--- src/rtl/mem_stage_dual_pkg.sv ---
// Shared widths, load-type codes, stall bit positions and slot layouts for the dual-issue MEM stage.
package mem_stage_dual_pkg;

    localparam int HILO_WD     = 66;
    localparam int SLOT_IN_WD  = 144;
    localparam int SLOT_OUT_WD = 136;
    localparam int RF_FWD_WD   = 38;

    localparam int EX_TO_MEM_WD = 2 * SLOT_IN_WD;
    localparam int MEM_TO_WB_WD = 2 * SLOT_OUT_WD;
    localparam int MEM_TO_RF_WD = 2 * RF_FWD_WD;

    localparam int STALL_MEM = 3;
    localparam int STALL_WB  = 4;

    localparam logic [2:0] LD_LW  = 3'b000;
    localparam logic [2:0] LD_LB  = 3'b001;
    localparam logic [2:0] LD_LBU = 3'b010;
    localparam logic [2:0] LD_LH  = 3'b011;
    localparam logic [2:0] LD_LHU = 3'b100;

    typedef struct packed {
        logic [HILO_WD-1:0] hilo;
        logic [31:0]        pc;
        logic               ram_en;
        logic [3:0]         ram_wen;
        logic [2:0]         ld_type;
        logic               rf_we;
        logic [4:0]         rf_waddr;
        logic [31:0]        ex_result;
    } slot_in_t;

    typedef struct packed {
        logic [HILO_WD-1:0] hilo;
        logic [31:0]        pc;
        logic               rf_we;
        logic [4:0]         rf_waddr;
        logic [31:0]        rf_wdata;
    } slot_out_t;

    typedef enum logic {
        LD_LIVE = 1'b0,
        LD_HELD = 1'b1
    } ld_hold_state_t;

    // A slot is a load when it touches memory without any byte write enable.
    function automatic logic is_load(input slot_in_t s);
        return s.ram_en && (s.ram_wen == 4'b0000);
    endfunction

endpackage

--- src/rtl/mem_load_align.sv ---
// Selects and extends the addressed byte/halfword of a little-endian SRAM word.
module mem_load_align
    import mem_stage_dual_pkg::*;
(
    input  logic [31:0] rdata,
    input  logic [1:0]  addr_lo,
    input  logic [2:0]  ld_type,
    output logic [31:0] result
);

    logic [7:0]  byte_sel;
    logic [15:0] half_sel;

    always_comb begin
        byte_sel = rdata[{addr_lo, 3'b000} +: 8];
        half_sel = addr_lo[1] ? rdata[31:16] : rdata[15:0];
    end

    // Reserved encodings fall through to a full word.
    always_comb begin
        result = rdata;
        case (ld_type)
            LD_LB:   result = {{24{byte_sel[7]}}, byte_sel};
            LD_LBU:  result = {24'h000000, byte_sel};
            LD_LH:   result = {{16{half_sel[15]}}, half_sel};
            LD_LHU:  result = {16'h0000, half_sel};
            default: result = rdata;
        endcase
    end

endmodule

--- src/rtl/mem_stage_dual.sv ---
// Dual-issue MEM stage: EX->MEM register, load alignment with stall-safe data hold, WB and forwarding buses.
module mem_stage_dual
    import mem_stage_dual_pkg::*;
(
    input  logic                    clk,
    input  logic                    rst,
    input  logic                    flush,
    input  logic [5:0]              stall,
    input  logic [EX_TO_MEM_WD-1:0] ex_to_mem_bus,
    input  logic [31:0]             data_sram_rdata,
    output logic [MEM_TO_WB_WD-1:0] mem_to_wb_bus,
    output logic [MEM_TO_RF_WD-1:0] mem_to_rf_bus
);

    logic [EX_TO_MEM_WD-1:0] mem_reg;
    logic                    reg_bubble;
    logic                    reg_load;
    logic                    reg_update;

    ld_hold_state_t ld_state;
    logic [31:0]    hold_q;

    slot_in_t  i1_in;
    slot_in_t  i2_in;
    slot_out_t i1_out;
    slot_out_t i2_out;

    logic        i1_load;
    logic [31:0] load_data;
    logic [31:0] load_result;

    assign reg_bubble = stall[STALL_MEM] & ~stall[STALL_WB];
    assign reg_load   = ~stall[STALL_MEM];
    assign reg_update = rst | flush | reg_bubble | reg_load;

    // Reset, flush and bubble all clear the register; flush outranks any stall.
    always_ff @(posedge clk) begin
        if (rst || flush || reg_bubble) begin
            mem_reg <= '0;
        end else if (reg_load) begin
            mem_reg <= ex_to_mem_bus;
        end
    end

    assign i1_in   = slot_in_t'(mem_reg[SLOT_IN_WD-1:0]);
    assign i2_in   = slot_in_t'(mem_reg[EX_TO_MEM_WD-1:SLOT_IN_WD]);
    assign i1_load = is_load(i1_in);

    // The SRAM only presents read data for one cycle, so a load frozen in MEM latches it once.
    always_ff @(posedge clk) begin
        if (rst) begin
            ld_state <= LD_LIVE;
            hold_q   <= '0;
        end else begin
            case (ld_state)
                LD_LIVE: begin
                    if (!reg_update && i1_load) begin
                        ld_state <= LD_HELD;
                        hold_q   <= data_sram_rdata;
                    end
                end
                LD_HELD: begin
                    if (reg_update) begin
                        ld_state <= LD_LIVE;
                    end
                end
                default: ld_state <= LD_LIVE;
            endcase
        end
    end

    assign load_data = (ld_state == LD_HELD) ? hold_q : data_sram_rdata;

    mem_load_align u_load_align (
        .rdata   (load_data),
        .addr_lo (i1_in.ex_result[1:0]),
        .ld_type (i1_in.ld_type),
        .result  (load_result)
    );

    always_comb begin
        i1_out          = '0;
        i1_out.hilo     = i1_in.hilo;
        i1_out.pc       = i1_in.pc;
        i1_out.rf_we    = i1_in.rf_we;
        i1_out.rf_waddr = i1_in.rf_waddr;
        i1_out.rf_wdata = i1_load ? load_result : i1_in.ex_result;
    end

    // Slot i2 never carries a memory op, so it passes straight through.
    always_comb begin
        i2_out          = '0;
        i2_out.hilo     = i2_in.hilo;
        i2_out.pc       = i2_in.pc;
        i2_out.rf_we    = i2_in.rf_we;
        i2_out.rf_waddr = i2_in.rf_waddr;
        i2_out.rf_wdata = i2_in.ex_result;
    end

    assign mem_to_wb_bus = {i2_out, i1_out};
    assign mem_to_rf_bus = {i2_out.rf_we, i2_out.rf_waddr, i2_out.rf_wdata,
                            i1_out.rf_we, i1_out.rf_waddr, i1_out.rf_wdata};

    logic unused_ok;
    assign unused_ok = ^{i2_in.ram_en, i2_in.ram_wen, i2_in.ld_type,
                         stall[5], stall[2:0]};

endmodule

--- config.mk ---
export PLATFORM = sky130hd
export DESIGN_NAME = mem_stage_dual
export DESIGN_NICKNAME = d
export VERILOG_FILES = /design/src/rtl/mem_stage_dual_pkg.sv /design/src/rtl/mem_load_align.sv /design/src/rtl/mem_stage_dual.sv
export SDC_FILE = /design/constraint.sdc
export NUM_CORES = 1
export LEC_CHECK = 0
export ABC_CLOCK_PERIOD_IN_PS = 2800
export BUFFER_PORTS_ARGS = -buffer_cell sky130_fd_sc_hd__buf_2
export CORE_AREA = 4 4 265 267
export DETAILED_ROUTE_END_ITERATION = 16
export DIE_AREA = 0 0 269 271
export PLACE_DENSITY_LB_ADDON = 0.2
export SLEW_MARGIN = 10
export SYNTH_ARGS = -nofsm -noshare
export SYNTH_HDL_FRONTEND = slang
export SYNTH_SLANG_ARGS = --single-unit
--- constraint.sdc ---
create_clock -name clk -period 2.8 [get_ports clk]
set_input_delay 0.42 -clock clk [delete_from_list [all_inputs] [get_ports clk]]
set_output_delay 0.42 -clock clk [all_outputs]
set_load 0.01 [all_outputs]
==> run summary <==
hold wc startpoint - ex_to_mem_bus[95]
via count - 11500
Mapped Cells - 1572
largest net degree at the start of global routing - 155
Total Power - 10.8 mW
global-route wire length before repair - 69500 microns
reg2reg start - mem_reg[44]$_SDFFE_PP0N_
post-route cell area - 0.0186 sq mm
clk buf depth - 3
RSZ-0062 raised after global routing - true
Synth-to-Final Area Change - 26.7%
status - completed
placed instance area - 0.0166 sq mm
H-tree levels - 2
number of flip-flops in the largest register - 280
hold_buf cts - 0
Setup CP Type - reg2out
antenna viol nets, final - 0
layout cells sized above 1 - 44.5%
IO buf count - 664
Mean Syn Cell Area - 9.34 sq um
fraction of registers with async set/reset - 0%
VDD IR max - 0.365 mV
Worst-Margin Slew - 1.01 ns
Slew Limit Fails - 0
Synth Cell Area - 0.0147 sq mm
CP endpoint kind - output pin
HP Class - in2reg
CP Launch Type - register
Core ar. - 0.0681 sq mm
Die Y - 271 microns
Residual DRC - 0
Synth Flop Type - dfxtp_1
clk_lat worst skew - 0.54 ns
worst setup path startpoint - ld_state$_SDFF_PP0_
commonest non-fill, non-tap cell in the layout - buf_2
post-synthesis cell type count - 49
register area share after synthesis - 42.7%
grt ovf - 0
Starting Density - 21.6%
Layout Nets - 2249
final hold violations - 0
crit share post-route - 100%
Row Count - 96
min cycle time layout - 2.80 ns
DR pass1 iterations - 5
Num CTS Buffers - 38
Layout fillers - 7401
DR iter-0 viols - 512
Crit path required time - 2.38 ns
P_leak - 9.15 nW
antenna violations before repair - 14
Syn Nets - 1901
Max Fclk - 357 MHz
Reg clk slew, reported paths - 0.06 ns
CP arrival - 2.38 ns
WL final - 49300 microns
root buf cell - clkbuf_16
Top Ports - 677
Final Skew - 0.00909 ns
Max Cap Violations - 0
CTS sink count - 313
DR vias/cell - 4.05
RePlAce Congestion - 0.840
critical path fanouts, max - 6
die width - 269 microns
power per cell area - 581 mW/mm^2
Die ar. - 0.0729 sq mm
YS warnings - 0
routed len/inst - 17.4 microns
slew margin rel. - 32.8%
number of synthesized register bits - 313
commonest non-fill, non-tap cells in the layout - 649 x buf_2, 307 x dfxtp_1, 303 x nor2_1, 289 x mux2i_1, 82 x nand2_1
HPWL Detailed - 36500 microns
Tot GR Track Use - 12.4%
CTS tree - built
vias in the first global route - 11300
final setup vio count - 0
Post-synth EDFFs - 0
==> stage by stage <==
stage / util [%] / worst slack (ns) / instances / TNS [ns] / hold slack (ns)
6_report: 27.3 / 0.000365 / 2833 / 0 / 0.100
2_1_floorplan: - / 0.494 / 1572 / 0 / 0.428
5_1_grt: 27.3 / -0.0874 / 2831 / -2.09 / 0.0648
4_1_cts: 26.6 / -0.0521 / 2817 / -0.699 / 0.0385
3_3_place_gp: 24.4 / 0.168 / 2739 / 0 / 0.435
3_5_place_dp: 24.4 / 0.152 / 2739 / 0 / 0.444
==> power breakdown <==
group          internal, mW  leakage (nW)  switching (mW)
Combinational         0.590          6.00           0.659
Sequential             4.57          2.54          0.0678
Clock                  2.92         0.608            2.00
Total                  8.08          9.15            2.72
==> Yosys cell counts (2+ instances only) <==
master / number / area [sq um]
a31oi_1: 20 / 125
o22a_1: 6 / 52.6
inv_1: 5 / 18.8
clkbuf_1: 49 / 184
nand3_1: 3 / 15.0
or2_2: 10 / 62.6
buf_6: 5 / 56.3
o21ai_0: 13 / 65.1
buf_4: 320 / 2400
nor2b_1: 3 / 18.8
nand2_1: 84 / 315
mux2_2: 17 / 191
buf_2: 33 / 165
mux2i_1: 299 / 2990
o32a_1: 2 / 20.0
o211ai_1: 2 / 15.0
dfxtp_1: 313 / 6270
a21oi_1: 35 / 175
nand2b_1: 4 / 25.0
xor2_1: 2 / 17.5
and3_1: 3 / 18.8
nor2_1: 304 / 1140
o22ai_1: 12 / 75.1
a31oi_2: 3 / 37.5
==> path summary, 6_finish.rpt <==
path	to	slack, ns	depth (start not counted)
max	mem_to_wb_bus[4]	0.0004	8
min reg2reg	hold_q[13]$_SDFFE_PP0P_	0.45	2
max reg2reg	hold_q[6]$_SDFFE_PP0P_	0.76	7
min	mem_reg[95]$_SDFFE_PP0N_	0.10	3
==> cells by family after synthesis <==
family / synth area share [%]
simple gates: 11.7
buf+inv: 19.3
compound gates: 4.33
flops: 42.7
mux: 21.7
xor+xnor: 0.230
==> area by class of cell <==
| cell class | instances | area (sq um) | area share, % |
|---|---|---|---|
| repair buffers | 715 | 3910 | 21.0 |
| multi-input cells | 846 | 6040 | 32.5 |
| diodes | 6 | 15.0 | 0.0807 |
| inverters | 6 | 22.5 | 0.121 |
| clock buffers | 53 | 1100 | 5.90 |
| well taps | 882 | 1100 | 5.93 |
| flip-flops and latches | 313 | 6280 | 33.8 |
| clock inverters | 12 | 135 | 0.726 |
==> what timing repair did <==
item	4_1_cts	5_1_grt
endpoints found under the hold margin	0	0
resized for setup	36	84
cloned	2	0
setup buffers	11	10
setup endpoints to repair	64	64
pin swaps	6	24
==> critical path: stages, from the launching register on <==
cell,delay [ns]
dfxtp_4,0.38
buf_6,0.14
buf_4,0.13
buf_8,0.11
mux2_4,0.31
o21ai_2,0.12
o22ai_1,0.10
o32a_1,0.38
buf_2,0.16
==> metal layers <==
metal	global-route usage [%]	vias up	part of all wire, %
li1	-	5581	-
met1	12.7	5294	36
met2	23.6	480	52
met3	3.47	104	8.0
met4	4.73	4	3.5
met5	0	-	0.057
No activity file was read; power rests on OpenSTA's default activity.
